[src/rtl/addr_decode_pipe_pkg.sv]
// addr_decode_pipe_pkg: shared config field encoding and sizing helpers for the address decoder
package addr_decode_pipe_pkg;
  typedef enum logic [1:0] {START = 2'd0, END = 2'd1, IDX = 2'd2, EN = 2'd3} cfg_field_e;
  function automatic int unsigned idx_width(int unsigned n);
    return (n > 1) ? $clog2(n) : 1;
  endfunction
  function automatic int unsigned rule_width(int unsigned addr_w, int unsigned idx_w);
    return 1 + idx_w + 2 * addr_w;
  endfunction
endpackage

[src/rtl/addr_decode_pipe_match.sv]
// addr_decode_pipe_match: combinational lookup of one address against the active rule table
module addr_decode_pipe_match
  import addr_decode_pipe_pkg::*;
#(
  parameter int unsigned NoRules   = 8,
  parameter int unsigned AddrWidth = 32,
  parameter bit          Napot     = 1'b0,
  parameter int unsigned IdxWidth  = 2,
  parameter int unsigned RuleWidth = rule_width(AddrWidth, IdxWidth)
) (
  input  logic [AddrWidth-1:0]         addr_i,
  input  logic [NoRules*RuleWidth-1:0] rules_i,
  input  logic                         en_default_idx_i,
  input  logic [IdxWidth-1:0]          default_idx_i,
  output logic [IdxWidth-1:0]          idx_o,
  output logic                         dec_valid_o,
  output logic                         dec_error_o
);
  typedef struct packed {
    logic                 en;
    logic [IdxWidth-1:0]  idx;
    logic [AddrWidth-1:0] start_addr;
    logic [AddrWidth-1:0] end_addr;
  } rule_t;
  rule_t [NoRules-1:0] rules;
  logic [IdxWidth-1:0] hit_idx;
  logic hit;
  assign rules = rules_i;
  always_comb begin
    hit = 1'b0;
    hit_idx = '0;
    for (int r = 0; r < NoRules; r++) begin
      if (rules[r].en && (Napot ? ((addr_i & rules[r].end_addr) == (rules[r].start_addr & rules[r].end_addr))
                                : (addr_i >= rules[r].start_addr && (addr_i < rules[r].end_addr || rules[r].end_addr == '0)))) begin
        hit = 1'b1;
        hit_idx = rules[r].idx;
      end
    end
  end
  assign idx_o = hit ? hit_idx : (en_default_idx_i ? default_idx_i : '0);
  assign dec_valid_o = hit;
  assign dec_error_o = !hit && !en_default_idx_i;
endmodule

[src/rtl/addr_decode_pipe.sv]
// addr_decode_pipe: multi-channel programmable address decoder with shadow/active rule tables and error counters
module addr_decode_pipe
  import addr_decode_pipe_pkg::*;
#(
  parameter int unsigned NoIndices    = 4,
  parameter int unsigned NoRules      = 8,
  parameter int unsigned NoChannels   = 2,
  parameter int unsigned AddrWidth    = 32,
  parameter bit          Napot        = 1'b0,
  parameter int unsigned CntWidth     = 16,
  parameter int unsigned IdxWidth     = idx_width(NoIndices),
  parameter int unsigned RuleIdxWidth = idx_width(NoRules)
) (
  input  logic                           clk_i,
  input  logic                           rst_i,
  input  logic                           cfg_valid_i,
  input  logic [RuleIdxWidth-1:0]        cfg_rule_i,
  input  logic [1:0]                     cfg_field_i,
  input  logic [AddrWidth-1:0]           cfg_wdata_i,
  input  logic                           cfg_commit_i,
  output logic                           cfg_err_o,
  input  logic                           en_default_idx_i,
  input  logic [IdxWidth-1:0]            default_idx_i,
  input  logic [NoChannels-1:0]          req_valid_i,
  output logic [NoChannels-1:0]          req_ready_o,
  input  logic [NoChannels*AddrWidth-1:0] req_addr_i,
  output logic [NoChannels-1:0]          rsp_valid_o,
  input  logic [NoChannels-1:0]          rsp_ready_i,
  output logic [NoChannels*IdxWidth-1:0] rsp_idx_o,
  output logic [NoChannels-1:0]          rsp_dec_valid_o,
  output logic [NoChannels-1:0]          rsp_dec_error_o,
  output logic [NoChannels*CntWidth-1:0] err_cnt_o,
  input  logic                           err_cnt_clr_i
);
  localparam int unsigned RuleWidth = rule_width(AddrWidth, IdxWidth);
  typedef struct packed {
    logic                 en;
    logic [IdxWidth-1:0]  idx;
    logic [AddrWidth-1:0] start_addr;
    logic [AddrWidth-1:0] end_addr;
  } rule_t;
  rule_t [NoRules-1:0] sh_q, sh_d, act_q, act_d;
  logic cfg_err_q, cfg_err_d, cfg_ok;
  logic [NoChannels-1:0] vld_q, vld_d, dv_q, dv_d, de_q, de_d, acc, m_dv, m_de;
  logic [NoChannels-1:0][IdxWidth-1:0] idx_q, idx_d, m_idx;
  logic [NoChannels-1:0][CntWidth-1:0] cnt_q, cnt_d;
  assign cfg_ok = ({1'b0, cfg_rule_i} < (RuleIdxWidth+1)'(NoRules))
                  && (cfg_field_e'(cfg_field_i) != IDX || cfg_wdata_i < AddrWidth'(NoIndices));
  always_comb begin
    sh_d = sh_q;
    cfg_err_d = cfg_valid_i && !cfg_ok;
    if (cfg_valid_i && cfg_ok) begin
      case (cfg_field_e'(cfg_field_i))
        START:   sh_d[cfg_rule_i].start_addr = cfg_wdata_i;
        END:     sh_d[cfg_rule_i].end_addr = cfg_wdata_i;
        IDX:     sh_d[cfg_rule_i].idx = cfg_wdata_i[IdxWidth-1:0];
        default: sh_d[cfg_rule_i].en = cfg_wdata_i[0];
      endcase
    end
    act_d = cfg_commit_i ? sh_d : act_q;
  end
  for (genvar c = 0; c < NoChannels; c++) begin : g_ch
    addr_decode_pipe_match #(
      .NoRules  (NoRules),
      .AddrWidth(AddrWidth),
      .Napot    (Napot),
      .IdxWidth (IdxWidth)
    ) u_match (
      .addr_i          (req_addr_i[c*AddrWidth +: AddrWidth]),
      .rules_i         (act_q),
      .en_default_idx_i(en_default_idx_i),
      .default_idx_i   (default_idx_i),
      .idx_o           (m_idx[c]),
      .dec_valid_o     (m_dv[c]),
      .dec_error_o     (m_de[c])
    );
  end
  assign req_ready_o = ~vld_q | rsp_ready_i;
  assign acc = req_valid_i & req_ready_o;
  always_comb begin
    vld_d = acc | (vld_q & ~rsp_ready_i);
    idx_d = idx_q;
    dv_d = dv_q;
    de_d = de_q;
    cnt_d = cnt_q;
    for (int i = 0; i < NoChannels; i++) begin
      if (acc[i]) begin
        idx_d[i] = m_idx[i];
        dv_d[i] = m_dv[i];
        de_d[i] = m_de[i];
      end
      cnt_d[i] = err_cnt_clr_i ? '0
               : (acc[i] && m_de[i] && cnt_q[i] != '1) ? cnt_q[i] + CntWidth'(1) : cnt_q[i];
    end
  end
  always_ff @(posedge clk_i) begin
    if (rst_i) begin
      sh_q <= '0;
      act_q <= '0;
      cfg_err_q <= 1'b0;
      vld_q <= '0;
      idx_q <= '0;
      dv_q <= '0;
      de_q <= '0;
      cnt_q <= '0;
    end else begin
      sh_q <= sh_d;
      act_q <= act_d;
      cfg_err_q <= cfg_err_d;
      vld_q <= vld_d;
      idx_q <= idx_d;
      dv_q <= dv_d;
      de_q <= de_d;
      cnt_q <= cnt_d;
    end
  end
  assign cfg_err_o = cfg_err_q;
  assign rsp_valid_o = vld_q;
  assign rsp_idx_o = idx_q;
  assign rsp_dec_valid_o = dv_q;
  assign rsp_dec_error_o = de_q;
  assign err_cnt_o = cnt_q;
endmodule

[config.mk]
export PLATFORM = sky130hd
export DESIGN_NAME = addr_decode_pipe
export DESIGN_NICKNAME = d
export VERILOG_FILES = /design/src/rtl/addr_decode_pipe_pkg.sv /design/src/rtl/addr_decode_pipe_match.sv /design/src/rtl/addr_decode_pipe.sv
export SDC_FILE = /design/constraint.sdc
export NUM_CORES = 2
export LEC_CHECK = 0
export ABC_AREA = 0
export CORE_MARGIN = 5
export CORE_UTILIZATION = 65
export CTS_BUF_LIST = sky130_fd_sc_hd__clkbuf_8
export DETAILED_ROUTE_END_ITERATION = 8
export PLACE_DENSITY = 0.88
export SLEW_MARGIN = 10
export SYNTH_ARGS = -nofsm -noshare
export SYNTH_HDL_FRONTEND = slang
export SYNTH_SLANG_ARGS = --single-unit
export TNS_END_PERCENT = 10
[constraint.sdc]
create_clock -name clk_i -period 9.24 [get_ports clk_i]
set_input_delay 1.848 -clock clk_i [delete_from_list [all_inputs] [get_ports clk_i]]
set_output_delay 1.848 -clock clk_i [all_outputs]
set_load 0.05 [all_outputs]
==> results_dict.tcl <==
set metrics [dict create \
    post_drt_wl_per_cell_um 26.1 \
    place_hpwl_mm 160 \
    port_buffers 157 \
    rrSetupSlack_ns 4.22 \
    syn2layout_area_growth_pct 11.0 \
    synthCells 7130 \
    end_kind "flip-flop" \
    grt_overflow 0 \
    clk_pin_slew_ns 0.06 \
    netlist-cell-type-count 79 \
    finalPower_mw 11.8 \
    dp_slack_ns 2.19 \
    wl_met2_mm 96.8 \
    power_density_mw_per_mm2 168 \
    async_reset_ff_frac 0 \
    highest_layer "met5" \
    setup.worst_path.start "req_addr_i[3]" \
    track_usage 0.421 \
    cts.sinks 1115 \
    drive_gt1_frac 0.0620 \
    clock_skew_ns 0.0393 \
    clockBufferDepth 3 \
    postCtsSetupBuffers 0 \
    max_freq_mhz 155 \
    gp_congestion 1.06 \
    hold_depth 2 \
    r2r.worst_path.cells 12 \
    wl_met3_mm 22.7 \
    whs_ns 0.481 \
    die_area_mm2 0.103 \
    avgSynthCellArea_um2 8.83 \
    arrival_ns 7.28 \
    grt_pass1_vias 55100 \
    tns_ns 0 \
    via_per_inst 6.52 \
    clkLatencyLatePin_ns 0.88 \
    hold_end "act_q[326]" \
    grt_first_pass_wirelength_mm 332 \
    synth.cell_area_mm2 0.0630 \
    die_h_um 321 \
    drc 0 \
    core_area_mm2 0.0964 \
    cts_resized 0 \
    finalSetupViolCount 0 \
    htree_levels 4 \
    layout.nets 8352 \
    numCtsBuffers 180 \
    drv_cap 0 \
    yosysSeqAreaShare 0.354 \
    instances_no_fill 8652 \
    cts-hold-fix-buffers 0 \
    synth-seq-cells 1115 \
    start_util 0.653 \
    fillers 7207 \
    std_cell_rows 114 \
    synth_edf_count 0 \
    hold_violations 0 \
    drtIter0Drc 5924 \
    hold_path.class "flip-flop to flip-flop" \
    ir_worst_vdd_mv 0.160 \
    period_needed_ns 6.47 \
    regToRegEndpoint "err_cnt_o[26]" \
    required_ns 10.04 \
    place_inst 8322 \
    slew_headroom 0.0734 \
    path_class "input port to flip-flop" \
    die-width_um 321 \
    yosysWarnings 0 \
    drt-met1-wl_mm 83.0 \
    worstHoldStart "act_q[326]" \
    ios 158 \
    crit_path_max_fanout 29 \
    period_share 0.700 \
    rsz0062_at_grt "false" \
    synth_top_flop_cell "dfxtp_1" \
    status "finished clean" \
    synth_nets 8253 \
    tightestPinTransition_ns 1.37 \
    ant_nets 0 \
    vias 56400 \
    first_pass_iters 8 \
    cts_tree "yes" \
    reg2reg_from "act_q[141]" \
    totalWireLength_mm 226 \
    setup_slack_ns 2.77 \
    cp-start-kind "input port" \
    antenna_found_initial 12 \
    leakage_nw 29.4 \
    grt_max_degree 246 \
    maxSlewViolCount 0 \
    cts_root_buffer "clkbuf_8" \
]
[worst max path at each step]
stage          cells after the start             to
4_1_cts                           13  err_cnt_o[13]
5_1_grt                           13  err_cnt_o[23]
3_5_place_dp                      13  err_cnt_o[13]
3_3_place_gp                      11  err_cnt_o[14]
2_1_floorplan                     13  err_cnt_o[14]
6_report                          12  err_cnt_o[11]
[power breakdown]
group | total, mW | switching, mW | internal [mW]
Sequential | 5.06 | 0.110 | 4.95
Combinational | 2.00 | 1.31 | 0.687
Clock | 4.70 | 2.08 | 2.62
[kinds of logic after synthesis]
| logic type | Yosys count | share of synthesized area |
|---|---|---|
| and+or+nand+nor | 2059 | 0.144 |
| adders and majority gates | 1010 | 0.201 |
| xor gates and xnor gates | 6 | 0.000834 |
| DFF | 1115 | 0.354 |
| buffers and inverters | 905 | 0.0541 |
| muxes | 546 | 0.0868 |
| AOI/OAI and AO/OA | 1489 | 0.160 |
[metrics by stage]
step / cell area, µm² / util
2_1_floorplan: 63000 / -
3_3_place_gp: 65900 / 0.683
3_5_place_dp: 65900 / 0.684
4_1_cts: 69900 / 0.725
5_1_grt: 69900 / 0.725
6_report: 69900 / 0.725
[cell usage in the layout (no fill, tap or decap), drive strengths merged, types with 31 or more instances in the layout]
master            n
nor3             37
nor4             94
nand2b           32
clkbuf          233
a211oi          598
o21ai           205
ha             1010
a21oi           332
clkdlybuf4s50   151
nor2           1255
mux2i           545
nand2           263
o211ai           31
dfxtp          1115
nand4           144
nand3           102
inv             578
buf             139
a21o             88
[synthesized netlist by cell type (5+ instances only)]
cell type,count,area [µm²]
nor2_1,1255,4710
dfxtp_1,1115,22300
ha_1,1010,12600
a211oi_1,597,4480
mux2i_1,545,5460
inv_1,532,2000
clkbuf_1,341,1280
a21oi_1,332,1660
nand2_1,263,987
o21ai_0,205,1030
nand4_1,144,901
nand3_1,102,510
nor4_1,94,588
a21o_1,88,661
nor3_1,35,175
nand2b_1,31,194
o211ai_1,31,233
o21a_1,28,210
buf_1,27,101
a2111oi_0,23,201
and3_1,23,144
a221oi_1,22,193
o31ai_1,22,165
or3_1,21,131
nor2b_1,19,119
a31oi_1,18,113
and4_1,18,158
or4_1,15,113
o2111ai_1,12,105
a211o_1,11,96.3
a21boi_0,11,82.6
o221ai_1,11,96.3
o41ai_1,9,78.8
and2_1,8,50.1
nor3b_1,8,60.1
a41oi_1,7,61.3
a31o_2,6,52.6
nand3b_1,6,45.0
xnor2_1,6,52.6
a2bb2oi_1,5,43.8
a311oi_1,5,43.8
[critical path, cell delays in order]
cell and delay (ns):
clkdlybuf4s50_1 1.06, ha_1 0.63, nand3_1 0.15, a21oi_1 0.35
o21ai_0 0.42, a2111oi_0 1.04, nor3_1 0.25, a311oi_2 0.45
nand4_1 0.13, buf_4 0.25, or4_1 0.52, a21oi_1 0.15
[state kept, by name (all words and copies together) (netlist names)]
register	count
act_q	536
sh_q	536
err_cnt_o	32
rsp_idx_o	4
cfg_err_o	1
rsp_dec_error_o	2
rsp_dec_valid_o	2
rsp_valid_o	2
[routing by layer]
| metal | up-vias | track usage |
|---|---|---|
| met5 | - | 0 |
| met4 | 12 | 0.355 |
| met2 | 3025 | 0.657 |
| li1 | 25800 | - |
| met1 | 26500 | 0.489 |
| met3 | 1046 | 0.101 |
[cell type report]
class | count | area [µm²] | share of cell area
antenna | 9 | 22.5 | 0.000322
tap | 1276 | 1600 | 0.0228
clock buffer | 233 | 3210 | 0.0459
inverter | 532 | 2000 | 0.0286
timing repair buffer | 290 | 2640 | 0.0377
sequential | 1115 | 22300 | 0.319
clock inverter | 87 | 751 | 0.0107
multi-input combinational | 5110 | 37400 | 0.535
(Power assumes the default switching activity.)
